`src/rtl/multicycle_ctrl.sv`:
```
// Multicycle RV32I control FSM: fetch/decode/exec/mem/wb sequencing and ALU control.
// Optional PERF_CNT_EN adds free-running cycle and retired-instruction counters.
module multicycle_ctrl (
    input  logic        clk,
    input  logic        reset,
    input  logic [31:0] imem_rdata,
    input  logic        imem_ack,
    input  logic        dmem_ack,
    input  logic        branch_taken,
    output logic        imem_req,
    output logic        dmem_req,
    output logic        dmem_we,
    output logic        pc_we,
    output logic        ir_we,
    output logic        rf_we,
    output logic [1:0]  pc_sel,
    output logic [1:0]  wb_sel,
    output logic        alu_a_sel,
    output logic        alu_b_sel,
    output logic [3:0]  op_sel,
    output logic [2:0]  state,
    output logic        illegal
`ifdef PERF_CNT_EN
    ,
    output logic [31:0] cycle_cnt,
    output logic [31:0] instret_cnt
`endif
);

    typedef enum logic [2:0] {
        FETCH  = 3'd0,
        DECODE = 3'd1,
        EXEC   = 3'd2,
        MEM    = 3'd3,
        WB     = 3'd4,
        TRAP   = 3'd5
    } state_t;

    state_t      cur;
    state_t      nxt;
    logic [31:0] instr;

    logic [6:0] opc;
    logic [2:0] f3;
    logic is_lui, is_auipc, is_jal, is_jalr, is_br;
    logic is_ld, is_st, is_opi, is_op, is_legal;

    assign opc      = instr[6:0];
    assign f3       = instr[14:12];
    assign is_lui   = (opc == 7'b0110111);
    assign is_auipc = (opc == 7'b0010111);
    assign is_jal   = (opc == 7'b1101111);
    assign is_jalr  = (opc == 7'b1100111);
    assign is_br    = (opc == 7'b1100011);
    assign is_ld    = (opc == 7'b0000011);
    assign is_st    = (opc == 7'b0100011);
    assign is_opi   = (opc == 7'b0010011);
    assign is_op    = (opc == 7'b0110011);
    assign is_legal = is_lui | is_auipc | is_jal | is_jalr | is_br
                    | is_ld | is_st | is_opi | is_op;

    // Only opcode, funct3 and bit 30 steer control; the rest feeds the datapath.
    logic unused_instr_bits;
    assign unused_instr_bits = ^{instr[31], instr[29:15], instr[11:7]};

    assign state = cur;

    always_ff @(posedge clk) begin
        if (reset) begin
            cur     <= FETCH;
            instr   <= '0;
            illegal <= 1'b0;
        end else begin
            cur <= nxt;
            if (ir_we)
                instr <= imem_rdata;
            if (nxt == TRAP)
                illegal <= 1'b1;
        end
    end

    always_comb begin
        nxt       = cur;
        imem_req  = 1'b0;
        dmem_req  = 1'b0;
        dmem_we   = 1'b0;
        pc_we     = 1'b0;
        ir_we     = 1'b0;
        rf_we     = 1'b0;
        pc_sel    = 2'b00;
        wb_sel    = 2'b00;
        op_sel    = 4'b0000;
        alu_a_sel = is_auipc | is_jal | is_br;
        alu_b_sel = ~is_op;

        unique case (1'b1)
            is_op:  op_sel = {instr[30], f3};
            is_opi: op_sel = (f3 == 3'b101) ? {instr[30], f3} : {1'b0, f3};
            is_lui: op_sel = 4'b1111;
            default: op_sel = 4'b0000;
        endcase

        case (cur)
            FETCH: begin
                imem_req = 1'b1;
                if (imem_ack) begin
                    ir_we = 1'b1;
                    nxt   = DECODE;
                end
            end
            DECODE: nxt = is_legal ? EXEC : TRAP;
            EXEC: begin
                if (is_ld || is_st) begin
                    nxt = MEM;
                end else if (is_br) begin
                    pc_we  = 1'b1;
                    pc_sel = branch_taken ? 2'b01 : 2'b00;
                    nxt    = FETCH;
                end else begin
                    nxt = WB;
                end
            end
            MEM: begin
                dmem_req = 1'b1;
                dmem_we  = is_st;
                if (dmem_ack) begin
                    if (is_ld) begin
                        nxt = WB;
                    end else begin
                        pc_we = 1'b1;
                        nxt   = FETCH;
                    end
                end
            end
            WB: begin
                rf_we  = 1'b1;
                pc_we  = 1'b1;
                wb_sel = is_ld ? 2'b01 : (is_jal || is_jalr) ? 2'b10 : 2'b00;
                pc_sel = is_jal ? 2'b01 : is_jalr ? 2'b10 : 2'b00;
                nxt    = FETCH;
            end
            TRAP: begin
                alu_a_sel = 1'b0;
                alu_b_sel = 1'b0;
                nxt       = TRAP;
            end
            default: nxt = FETCH;
        endcase

        // Reset wins over any in-flight handshake.
        if (reset) begin
            imem_req = 1'b0;
            dmem_req = 1'b0;
            dmem_we  = 1'b0;
            pc_we    = 1'b0;
            ir_we    = 1'b0;
            rf_we    = 1'b0;
            pc_sel   = 2'b00;
            wb_sel   = 2'b00;
            op_sel   = 4'b0000;
        end
    end

`ifdef PERF_CNT_EN
    always_ff @(posedge clk) begin
        if (reset) begin
            cycle_cnt   <= '0;
            instret_cnt <= '0;
        end else begin
            cycle_cnt <= cycle_cnt + 32'd1;
            if (pc_we)
                instret_cnt <= instret_cnt + 32'd1;
        end
    end
`endif

endmodule

```
`config.mk`:
```
export PLATFORM = sky130hd
export DESIGN_NAME = multicycle_ctrl
export DESIGN_NICKNAME = d
export VERILOG_FILES = /design/src/rtl/multicycle_ctrl.sv
export SDC_FILE = /design/constraint.sdc
export NUM_CORES = 1
export LEC_CHECK = 0
export ABC_AREA = 1
export BUFFER_PORTS_ARGS = -buffer_cell sky130_fd_sc_hd__buf_2
export CAP_MARGIN = 25
export CORE_UTILIZATION = 43
export DETAILED_ROUTE_END_ITERATION = 10
export GPL_TIMING_DRIVEN = 0
export PLACE_DENSITY = 0.81
export RECOVER_POWER = 50
export SLEW_MARGIN = 20
export SYNTH_ARGS = -nofsm -noshare
export SYNTH_HDL_FRONTEND = slang
export SYNTH_SLANG_ARGS = --single-unit
```
`constraint.sdc`:
```
create_clock -name clk -period 2 [get_ports clk]
set_input_delay 0.6 -clock clk [delete_from_list [all_inputs] [get_ports clk]]
set_output_delay 0.6 -clock clk [all_outputs]
set_load 0.02 [all_outputs]
```
==> impl_metrics.yaml <==
outcome:
  outcome: "complete, but fails checks"
  violations: "negative setup slack"
synthesis:
  ys_warn_count: 0
  synth_xor_area_share_pct: 0
  ys_seq_area_share_pct: 29.0
  synth_mux_area_share_pct: 0
  yosys.area_share.simple_pct: 46.7
  synth-compound-area-share_pct: 15.6
  ys_types: 26
  synth_area_mm2: 0.00103
  synth_fa_ha_area_share_pct: 0
  synth-seq-cells: 15
  synth_top_family_by_area: "simple AND/OR/NAND/NOR gates"
  syn_nets: 189
  synth_cells: 152
  avgSynthCellArea_um2: 6.81
floorplan:
  coreArea_mm2: 0.00223
  start_util_pct: 46.3
  rows: 17
  die_w_um: 51.1
  io_pins: 57
  die_area_mm2: 0.00261
  die_h_um: 51.1
worst_setup_path:
  cp.required_ns: 1.40
  crit_path_start: "state[0]"
  crit_type: "reg2out"
  critPathCapture: "pc_we"
  r2r-start: "state[0]"
  crit_path_top_delay_cell: "dfxtp_1"
  reg2reg_depth: 12
  cpPeakStageDelay_ns: 0.48
  end_kind: "output port"
  start_kind: "register"
  arrival_ns: 1.66
  reg2reg_slack_ns: -0.15
  crit_chain: "buf_12 > nand3_4 > nor3_4 > nor3_2 > nor2_1 > buf_4"
  r2r_end: "illegal"
  crit_fanout: 5
sta:
  min_period_ns: 2.26
  period_share_pct: 113
  relSlewSlack_pct: 80.2
  hold_viol_final: 0
  slew_viol_final: 0
  max_freq_mhz: 442
  clock_skew_ns: 0.00401
  whs_ns: 0.469
  tightest_slew_ns: 0.295
  rsz0062_at_grt: "true"
  fin_ws_ns: -0.261
  finalSetupViolations: 24
  finalSetupTns_ns: -2.11
pwr:
  internal_power_mw: 0.674
  peakVddDrop_mv: 0.701
  power_density_mw_per_mm2: 660
  p_leak_nw: 0.856
  switching_share_pct: 42.9
  clkPwrFrac_pct: 15.1
  p_sw_mw: 0.506
  seqPwrFrac_pct: 35.7
  comb_power_share_pct: 49.3
route:
  dr_total_vias: 1316
  antenna_left: 0
  dr.first_iter.drc_count: 27
  route.detailed.drc: 0
  dr.pass1.iters: 4
  drt_wl_total_mm: 4.07
  routedWlPerCell_um: 16.6
  via_per_inst: 5.35
cts:
  cts_buffers: 3
  cts.clk_slew.worst_paths_ns: 0.09
  clk_latency_ns: 0.29
  cts_hold_buf: 0
  root_buffer: "clkbuf_4"
  h-tree-depth: 1
  cts_num_sinks: 15
  cts_tree: "built"
  ctsLongestPathBuffers: 2
placement:
  numPortBuffers: 34
  gp_congestion: 0.827
  placed_cell_area_mm2: 0.00125
  place_inst: 214
  hpwl_mm: 1.90
final_layout:
  mostFrequentLayoutCell: "nand2_1"
  fin_util_pct: 80.1
  drive_above_1_share_pct: 61.0
  final_cells: 246
  syn2layout_area_growth_pct: 72.8
  final_cell_area_mm2: 0.00179
  n_antenna_cell: 0
  final_nets: 256
  final_cell_mix: "30 x nand2_1, 25 x buf_4, 17 x buf_2"
worst_hold_path:
  hold_depth: 2
  hold_class: "reg2reg"
grt:
  grt_usage_pct: 27.0
  grt_pass1_vias: 1214
  antenna_found_initial: 0
  overflow: 0
  grt_pass1_wl_mm: 5.27
  grt_max_degree: 11
run:
  drv_cap: 0
sequential cells by signal (all words and copies together), names as in the netlist:
signal   count
instr       11
illegal      1
state        3
cells by family (layout without fill, tap and decap cells):
kind of cell	Yosys count	after routing
AO/OA/AOI/OAI	23	23
buffers and inverters	21	87
flip-flops	15	15
AND/OR/NAND/NOR	93	93
power groups by stage:
| stage | sequential [mW] | clock (mW) | combinational [mW] |
|---|---|---|---|
| final | 0.421 | 0.178 | 0.581 |
| after global routing | 0.427 | 0.195 | 0.620 |
| after CTS | 0.413 | 0.177 | 0.477 |
| after detailed placement | 0.414 | 0 | 0.374 |
| after global placement | 0.411 | 0 | 0.364 |
| after floorplan | 0.428 | 0 | 0.265 |
cells in the mapped netlist:
cell type	instances	area share, %
o21bai_1	1	0.73
buf_4	1	0.73
nand2_2	8	4.8
a21oi_1	12	5.8
o21ai_0	2	0.97
or2_4	1	0.85
nor3_2	1	0.97
nand2_1	36	13
clkbuf_1	1	0.36
nand2_4	1	1.1
a211oi_2	4	4.8
inv_1	13	4.7
nand3_2	2	1.9
a21boi_0	2	1.5
nor3_1	5	2.4
o22ai_1	1	0.60
nor2_2	5	3.0
a22oi_2	1	1.2
nor2_4	5	5.4
dfxtp_1	15	29
inv_2	5	1.8
nor2_8	1	1.9
nor2_1	21	7.6
buf_6	1	1.1
nor4_1	1	0.60
nand3_1	6	2.9
layout make-up:
class                   instances  area [um2]
inverters                      18        75.1
clock buffers                   4        26.3
multi-input cells             116         808
repair buffers                 63         504
fillers                       149         445
plain buffers                   2        12.5
well taps                      28        35.0
flip-flops and latches         15         327
metal layers:
layer  track usage [%]  wire length, um
met2              47.4             2130
met3              4.17              153
met5                 0                0
met4              15.7              211
met1              30.5             1570
per-stage QoR:
step           worst slack [ns]  power [mW]
4_1_cts                 -0.0917        1.07
5_1_grt                  -0.343        1.24
3_5_place_dp            -0.0757       0.787
6_report                 -0.261        1.18
3_3_place_gp            -0.0436       0.775
2_1_floorplan            0.0259       0.693
timing repair:
action                                  CTS  global route
gates resized for setup                  47            46
buffers inserted                         19            10
pin swaps                                11            15
endpoints found under the hold margin     0             0
endpoints found under the setup margin   15            17
worst max-delay path: cells and delay by family, from the launching register on:
family        cells  cell delay (ns)
simple gates      4             0.56
flops             1             0.48
buf+inv           2             0.33
how the worst min path moves through the flow:
stage | from | to
final | instr[30] | instr[30]
after global routing | instr[30] | instr[30]
after CTS | illegal | illegal
after detailed placement | illegal | illegal
after global placement | illegal | illegal
after floorplan | instr[30] | instr[30]
Note: power is estimated with default switching activity, not from simulation.
